$ cat src/rtl/booth_pkg.sv
// Shared types and helpers for the radix-2 Booth sequencer.
// States, Booth-pair decode and counter sizing.
package booth_pkg;

  typedef enum logic [1:0] {
    IDLE    = 2'd0,
    ITERATE = 2'd1,
    DONE    = 2'd2
  } booth_state_t;

  typedef enum logic [1:0] {
    NOP = 2'd0,
    ADD = 2'd1,
    SUB = 2'd2
  } booth_op_t;

  function automatic booth_op_t booth_decode(
    input logic q0,
    input logic qm1
  );
    booth_op_t op;
    unique case (1'b1)
      (!q0 && qm1): op = ADD;
      (q0 && !qm1): op = SUB;
      default:      op = NOP;
    endcase
    return op;
  endfunction

  function automatic int CeilLog2(input int value);
    int r;
    r = 1;
    for (int i = 1; i < 31; i++) begin
      if ((1 << i) < value) r = i + 1;
    end
    return r;
  endfunction

endpackage

$ cat src/rtl/booth_sequencer_counter.sv
// Iteration counter with synchronous clear and terminal flag.
// Flag is high while the count sits at MAXIMUM_VALUE-1.
module booth_iteration_counter
  import booth_pkg::*;
#(
  parameter int MAXIMUM_VALUE     = 16,
  parameter int NBITS_FOR_COUNTER = CeilLog2(MAXIMUM_VALUE)
) (
  input  logic clk,
  input  logic clear_i,
  input  logic en_i,
  output logic tc_o
);

  localparam logic [NBITS_FOR_COUNTER-1:0] LAST =
    NBITS_FOR_COUNTER'(MAXIMUM_VALUE - 1);
  localparam logic [NBITS_FOR_COUNTER-1:0] ONE =
    NBITS_FOR_COUNTER'(1);

  logic [NBITS_FOR_COUNTER-1:0] count_q, count_d;

  assign tc_o = (count_q == LAST);

  // Next count: clear wins, then step with wrap at the terminal value.
  always_comb begin
    count_d = count_q;
    if (clear_i) begin
      count_d = '0;
    end else if (en_i) begin
      count_d = tc_o ? '0 : count_q + ONE;
    end
  end

  // Count register.
  always_ff @(posedge clk) begin
    count_q <= count_d;
  end

endmodule

$ cat src/rtl/booth_sequencer.sv
// Iterative radix-2 Booth signed multiplier.
// One Booth step per clock; product held until acknowledged.
module booth_sequencer
  import booth_pkg::*;
#(
  parameter int WORD_LENGTH       = 16,
  parameter int NBITS_FOR_COUNTER = CeilLog2(WORD_LENGTH)
) (
  input  logic                     clk,
  input  logic                     reset,
  input  logic                     start,
  input  logic [WORD_LENGTH-1:0]   multiplicand,
  input  logic [WORD_LENGTH-1:0]   multiplier,
  input  logic                     ack,
  output logic                     busy,
  output logic                     ready,
  output logic [2*WORD_LENGTH-1:0] product
);

  localparam int W = WORD_LENGTH;

  booth_state_t state_q, state_d;

  logic [W:0]     a_q, a_d;
  logic [W:0]     m_q, m_d;
  logic [W-1:0]   q_q, q_d;
  logic           qm1_q, qm1_d;
  logic [2*W-1:0] prod_q, prod_d;

  logic           accept;
  logic           last;
  booth_op_t      op;
  logic [W:0]     sum;
  logic [2*W+1:0] shifted;
  logic [W:0]     a_n;
  logic [W-1:0]   q_n;

  assign busy    = (state_q == ITERATE);
  assign ready   = (state_q == DONE);
  assign product = prod_q;
  assign accept  = (state_q == IDLE) && start;

  booth_iteration_counter #(
    .MAXIMUM_VALUE     (W),
    .NBITS_FOR_COUNTER (NBITS_FOR_COUNTER)
  ) u_counter (
    .clk     (clk),
    .clear_i (accept || reset),
    .en_i    (busy),
    .tc_o    (last)
  );

  // Booth step: add/sub on the W+1 accumulator, then arithmetic shift.
  always_comb begin
    op = booth_decode(q_q[0], qm1_q);
    sum = a_q;
    unique case (op)
      ADD:     sum = a_q + m_q;
      SUB:     sum = a_q - m_q;
      default: sum = a_q;
    endcase
    shifted = {sum[W], sum, q_q};
    a_n     = shifted[2*W+1:W+1];
    q_n     = shifted[W:1];
  end

  // Next state.
  always_comb begin
    state_d = state_q;
    unique case (state_q)
      IDLE:    if (start) state_d = ITERATE;
      ITERATE: if (last)  state_d = DONE;
      DONE:    if (ack)   state_d = IDLE;
      default: state_d = IDLE;
    endcase
  end

  // Datapath next values: load on accept, step while iterating.
  always_comb begin
    a_d    = a_q;
    m_d    = m_q;
    q_d    = q_q;
    qm1_d  = qm1_q;
    prod_d = prod_q;
    if (accept) begin
      a_d   = '0;
      m_d   = {multiplicand[W-1], multiplicand};
      q_d   = multiplier;
      qm1_d = 1'b0;
    end else if (busy) begin
      a_d   = a_n;
      q_d   = q_n;
      qm1_d = shifted[0];
      if (last) prod_d = {a_n[W-1:0], q_n};
    end
  end

  // State and datapath registers with synchronous reset.
  always_ff @(posedge clk) begin
    if (reset) begin
      state_q <= IDLE;
      a_q     <= '0;
      m_q     <= '0;
      q_q     <= '0;
      qm1_q   <= 1'b0;
      prod_q  <= '0;
    end else begin
      state_q <= state_d;
      a_q     <= a_d;
      m_q     <= m_d;
      q_q     <= q_d;
      qm1_q   <= qm1_d;
      prod_q  <= prod_d;
    end
  end

endmodule

$ cat config.mk
export PLATFORM = sky130hd
export DESIGN_NAME = booth_sequencer
export DESIGN_NICKNAME = d
export VERILOG_FILES = /design/src/rtl/booth_pkg.sv /design/src/rtl/booth_sequencer_counter.sv /design/src/rtl/booth_sequencer.sv
export SDC_FILE = /design/constraint.sdc
export NUM_CORES = 1
export LEC_CHECK = 0
export CORE_ASPECT_RATIO = 1.75
export CORE_MARGIN = 4
export CORE_UTILIZATION = 35
export CTS_CLUSTER_DIAMETER = 200
export DETAILED_ROUTE_END_ITERATION = 16
export SYNTH_ARGS = -nofsm -noshare
export SYNTH_HDL_FRONTEND = slang
export SYNTH_SLANG_ARGS = --single-unit
$ cat constraint.sdc
create_clock -name clk -period 3.1 [get_ports clk]
set_clock_uncertainty 0.15 [all_clocks]
set_input_delay 0.465 -clock clk [delete_from_list [all_inputs] [get_ports clk]]
set_output_delay 0.465 -clock clk [all_outputs]
set_load 0.02 [all_outputs]
# Word level (Yosys, flattened, before mapping)
# Index checks and enable logic that the tools add are counted.
[totals]
input_bits = 36
ff_bits = 87
word_cells = 39
output_inout_bits = 34
[classes]
n_mux = 9
addsub = 3
n_reduce_logical = 11
n_bitwise = 1
n_eq_ne = 8
[ops]
columns = ["operator", "count"]
rows = [
  ["case mux 17 bit (2 select lines)", 1],
  ["two-way mux 16 bit", 2],
  ["adder 16 x 16 -> 17 bit", 1],
  ["subtractor 16 x 16 -> 17 bit", 1],
  ["two-way mux 2 bit", 3],
  ["case mux 2 bit (3 select lines)", 1],
  ["AND reduction 3 bit", 2],
  ["adder 4 x 1 -> 4 bit (second input constant)", 1],
  ["== test 2 x 1 -> 1 bit (second input constant)", 2],
  ["== test 2 bit (second input constant)", 2],
  ["== test 4 bit (second input constant)", 1],
  ["two-way mux 4 bit", 1],
  ["!= test 2 bit (second input constant)", 2],
  ["case mux 2 bit (2 select lines)", 1],
  ["logical AND 1 bit", 3],
  ["zero test 1 bit", 2],
  ["zero test 2 bit", 1],
  ["!= test 2 x 1 -> 1 bit (second input constant)", 1],
  ["nonzero test 2 bit", 1],
  ["OR reduction 2 bit", 1],
  ["logical OR 1 bit", 1],
  ["NOT 1 bit", 1],
]

# Logic depth before layout (Yosys ltp)
[logic_depth]
ltp_word = 7
depth_mapped = 15

# By module
# A second synthesis with hierarchy kept.
[hier_totals]
hier_cells = 553
hier_area_um2 = 4473.0
[by_module_without_submodules]
columns = ["module", "area_per_inst_um2", "n_inst", "cells_each", "seq_area_each_um2"]
rows = [
  ["booth_sequencer", 4296.6, 1, 534, 1661.6],
  ["booth_iteration_counter", 176.4, 1, 19, 80.1],
]

# Worst setup path before layout
# OpenSTA, ideal clock, no wires.
[synth_timing]
path_kind = "register to register"
start = "register q_q[0]"
end = "register, netlist name a_q[15]"
required_time_ps = 2880
path_slack_ps = -147
stages_incl_launch_ff = 13
t_arrival_ps = 3027
path_cell_list = "dfxtp_1 > ha_1 > clkbuf_1 > clkbuf_1 > mux2i_1 > fa_1 > a211oi_1 > o21ai_1 > a31oi_1 > o21ai_1 > xnor2_1 > or4_1 > a21oi_1"
[synth_between]
elab_chain_cells = 5
elab_cells_between_ends = 7
cone_classes = "2 x eq/ne; 2 x mux; 3 x reduce/logical"
[synth_lines]
columns = ["item", "line_no", "rtl"]
rows = [
  ["start, declared", "booth_sequencer.sv:26", "logic [W-1:0] q_q, q_d;"],
  ["start signal, assigned", "booth_sequencer.sv:111", "q_q <= q_d;"],
  ["zero test 1 bit", "booth_pkg.sv:23", "(!q0 && qm1): op = ADD;"],
  ["logical AND 1 bit", "booth_pkg.sv:23", ""],
  ["case mux 2 bit (2 select lines) (*)", "booth_pkg.sv:22", "unique case (1'b1)"],
  ["== test 2 bit / == test 2 x 1 -> 1 bit (equally long branches)", "booth_sequencer.sv:57", "unique case (op)"],
  ["case mux 17 bit (2 select lines) (*)", "booth_sequencer.sv:57", ""],
]
# Every way passes the cells marked *; elsewhere a longest branch is shown, timed or not.
# A chain may end at the register's enable or synchronous reset.

# Worst setup path in the final report
[layout_timing]
start = "register m_q[8]"
end = "register, netlist name a_q[15]"
[layout_between]
elab_chain_cells = 2
elab_cells_between_ends = 3
cone_classes = "2 x add/sub; 1 x mux"
[layout_lines]
columns = ["item", "line_no", "rtl"]
rows = [
  ["start, declared", "booth_sequencer.sv:25", "logic [W:0] m_q, m_d;"],
  ["start signal, assigned", "booth_sequencer.sv:110", "m_q <= m_d;"],
  ["subtractor 16 x 16 -> 17 bit / adder 16 x 16 -> 17 bit (equally long branches)", "booth_sequencer.sv:59, booth_sequencer.sv:58", ""],
  ["case mux 17 bit (2 select lines) (*)", "booth_sequencer.sv:57", ""],
]
# Marked as above.

==> qor.yml <==
powerDensity_mw_per_mm2: 512
gr-total-overflow: 0
async_flop_share_pct: 0
critPathLaunch: "m_q[8]$_SDFFE_PP0P_"
hold_path_class: "flip-flop to flip-flop"
gp_congestion: 0.902
violations: "negative setup slack"
clk_latency_ps: 340
viasPerCell: 5.11
synth.area.top_cells: "dfxtp_1 40%, a21oi_1 9.7%, nand2_1 9.3%"
setup_slack_ps: -20.0
initial_core_util_pct: 35.4
final_cells: 841
start_kind: "flip-flop"
antenna_found_initial: 0
cap_viol_max_count: 0
hold_viol: 0
firstDrtPassIters: 4
critPathMaxStageDelay_ps: 490
end_kind: "flip-flop"
multi_input_area_sq_mm: 0.00291
h-tree-depth: 3
cp.required_ps: 3230
dp_cells: 811
slew_headroom_pct: 41.7
cts.path.max_buffers: 2
synth_edf_count: 0
ios: 70
synth_area_leader_cell: "dfxtp_1"
synthFlopType: "dfxtp_1"
finalSetupViolCount: 2
drt_iter0_markers: 157
power_uw: 3290
critical-path-top-delay-family: "simple AND/OR/NAND/NOR gates"
pre_cts_slack_ps: -172
syn_area_sq_mm: 0.00440
clock-sinks: 87
synthToLayoutAreaGrowth_pct: 45.8
sequential_cell_area_sq_mm: 0.00176
route.detailed.drc: 0
hp-start: "product[3]$_SDFFE_PP0P_"
rsz0062_at_grt: "true"
fp.dieH_um: 156
ir_worst_vdd_uv: 368
status: "finished, violations left"
fmax_ghz: 0.321
final_max_slew_viol_count: 0
fill_cells: 1219
yosysSeqAreaShare_pct: 39.6
ys_ff_latch: 87
cts.clk_slew.worst_paths_ps: 60
layout-drive-gt1-share_pct: 22.7
avgSynthCellArea_sq_um: 7.95
cts_tree: "yes"
die_x_um: 92.8
crit_fanout: 3
antenna_left: 0
port_buffers: 69
syn_inst: 554
path_cells: "buf_6, nor4_4, nand2_2, o21bai_1, xor2_1, ha_1, and2_4, and3_4, a21oi_4, o21ai_4, xnor2_2, or4_4, a21oi_2"
routedWlPerCell_um: 15.6
dieArea_sq_mm: 0.0145
core_area_sq_mm: 0.0124
path_buf_inv: 1
cts-root-buf: "clkbuf_16"
tightestPinTransition_ps: 872
yosysUniqueCellTypes: 40
grt_pass1_wl_um: 20400
n_antenna_cell: 0
leakage_uw: 0.00242
dp_hpwl_um: 9490
yosys_warnings: 0
fin_crit_ps: 3120
critPathKind: "flip-flop to flip-flop"
synth_fp_nets: 610
rr_startpoint: "m_q[8]$_SDFFE_PP0P_"
finalCritPeriodShare_pct: 101
via_count: 4301
cts-buffers-inserted: 9
crit_slowest_cell: "or4_4"
synth_top_area_share_pct: 39.6
rows: 54
grt_use_total_pct: 17.7
crit_arrival_ps: 3250
wl_um: 13100
fin_nets: 725
ctsHoldBuffers: 0
grt_pass1_vias: 4236
grt_max_degree: 36
[power by group]
group	leakage (uW)	internal (uW)	switching, uW
Sequential	0.000711	1160	40.2
Clock	0.000129	621	430
Combinational	0.00158	531	511
Total	0.00242	2310	981
[metal layers]
metal	GRT usage, %	share of wire, %	vias up
met5	0	0	-
met4	6.15	3.0	0
met3	3.17	3.5	24
met2	35.7	58	83
met1	17.6	35	2034
li1	-	-	2160
[worst paths after layout]
kind / slack [ps] / depth (start not counted) / endpoint
worst min register to register: 300 / 2 / product[3]$_SDFFE_PP0P_
worst max-delay path: -20 / 13 / a_q[15]$_SDFFE_PP0P_
worst max register to register: -20 / 13 / a_q[15]$_SDFFE_PP0P_
worst min-delay path: 300 / 2 / product[3]$_SDFFE_PP0P_
[registers in the layout (all words and copies together) (netlist names)]
name,count
a_q,16
m_q,16
qm1_q,1
u_counter.count_q,4
product,32
q_q,16
state_q,2
[synth_stat cells, types with 8 or more instances]
library cell / count
nand2_1: 109
dfxtp_1: 87
a21oi_1: 85
nor2_1: 45
clkbuf_1: 29
xnor2_1: 23
a211oi_1: 19
ha_1: 19
a22oi_1: 15
o21ai_0: 13
mux2i_1: 11
nor3_1: 10
inv_1: 9
nand2b_1: 9
xor2_1: 8
[repair_timing]
item	in CTS	in global routing
endpoints found under the setup margin	12	22
hold endpoints to repair	0	0
resized for setup	24	69
pin swaps	17	43
setup buffers	3	12
[cells by family after synthesis]
kind of cell / share of synthesized area, %
xor gates and xnor gates: 6.17
adders and majority gates: 5.85
buffers and inverters: 3.67
muxes: 3.01
DFF: 39.6
AOI/OAI and AO/OA: 22.3
and+or+nand+nor: 19.5
[layout by cell type, fill, tap and decap left out, drive strengths merged, types with 4 or more instances in the layout]
master         Yosys  final
a21o               5      5
clkbuf            29     12
and3               6      6
xnor2             23     23
o21ai             15     15
a21oi             85     85
xor2               8      8
nor3              10     10
clkdlybuf4s50      0     68
a221oi             4      4
nand2            110    110
buf                5     70
o211ai             4      4
nand3              5      5
a31oi              4      4
o21bai             4      4
nand2b             9      9
a211oi            19     19
and2               5      5
a22oi             15     15
inv                9      9
ha                19     19
nor2              45     45
mux2i             11     11
dfxtp             87     87
[metrics by stage]
step | utilization, % | area [sq um] | hold slack, ps | TNS (ps)
after floorplan | - | 4410 | 277 | 0
after global placement | 45.0 | 5590 | 293 | -885
after detailed placement | 45.0 | 5590 | 299 | -1120
after CTS | 48.1 | 5980 | 307 | 0
after global routing | 51.7 | 6420 | 327 | -976
final | 51.7 | 6420 | 303 | -21.6
[worst min-delay path: cells and delay by family (launching register included)]
kind             cells  cell delay, ps
AO/OA/AOI/OAI        1              50
flip-flops           1             310
AND/OR/NAND/NOR      1              50
[cell type report]
class | count | share of cell area (%)
clock inverter | 3 | 0.701
inverter | 9 | 0.526
multi-input combinational | 424 | 45.3
clock buffer | 12 | 3.68
tap | 168 | 3.27
sequential | 87 | 27.4
timing repair buffer | 138 | 19.2
Power figures use the tool's default switching activity.
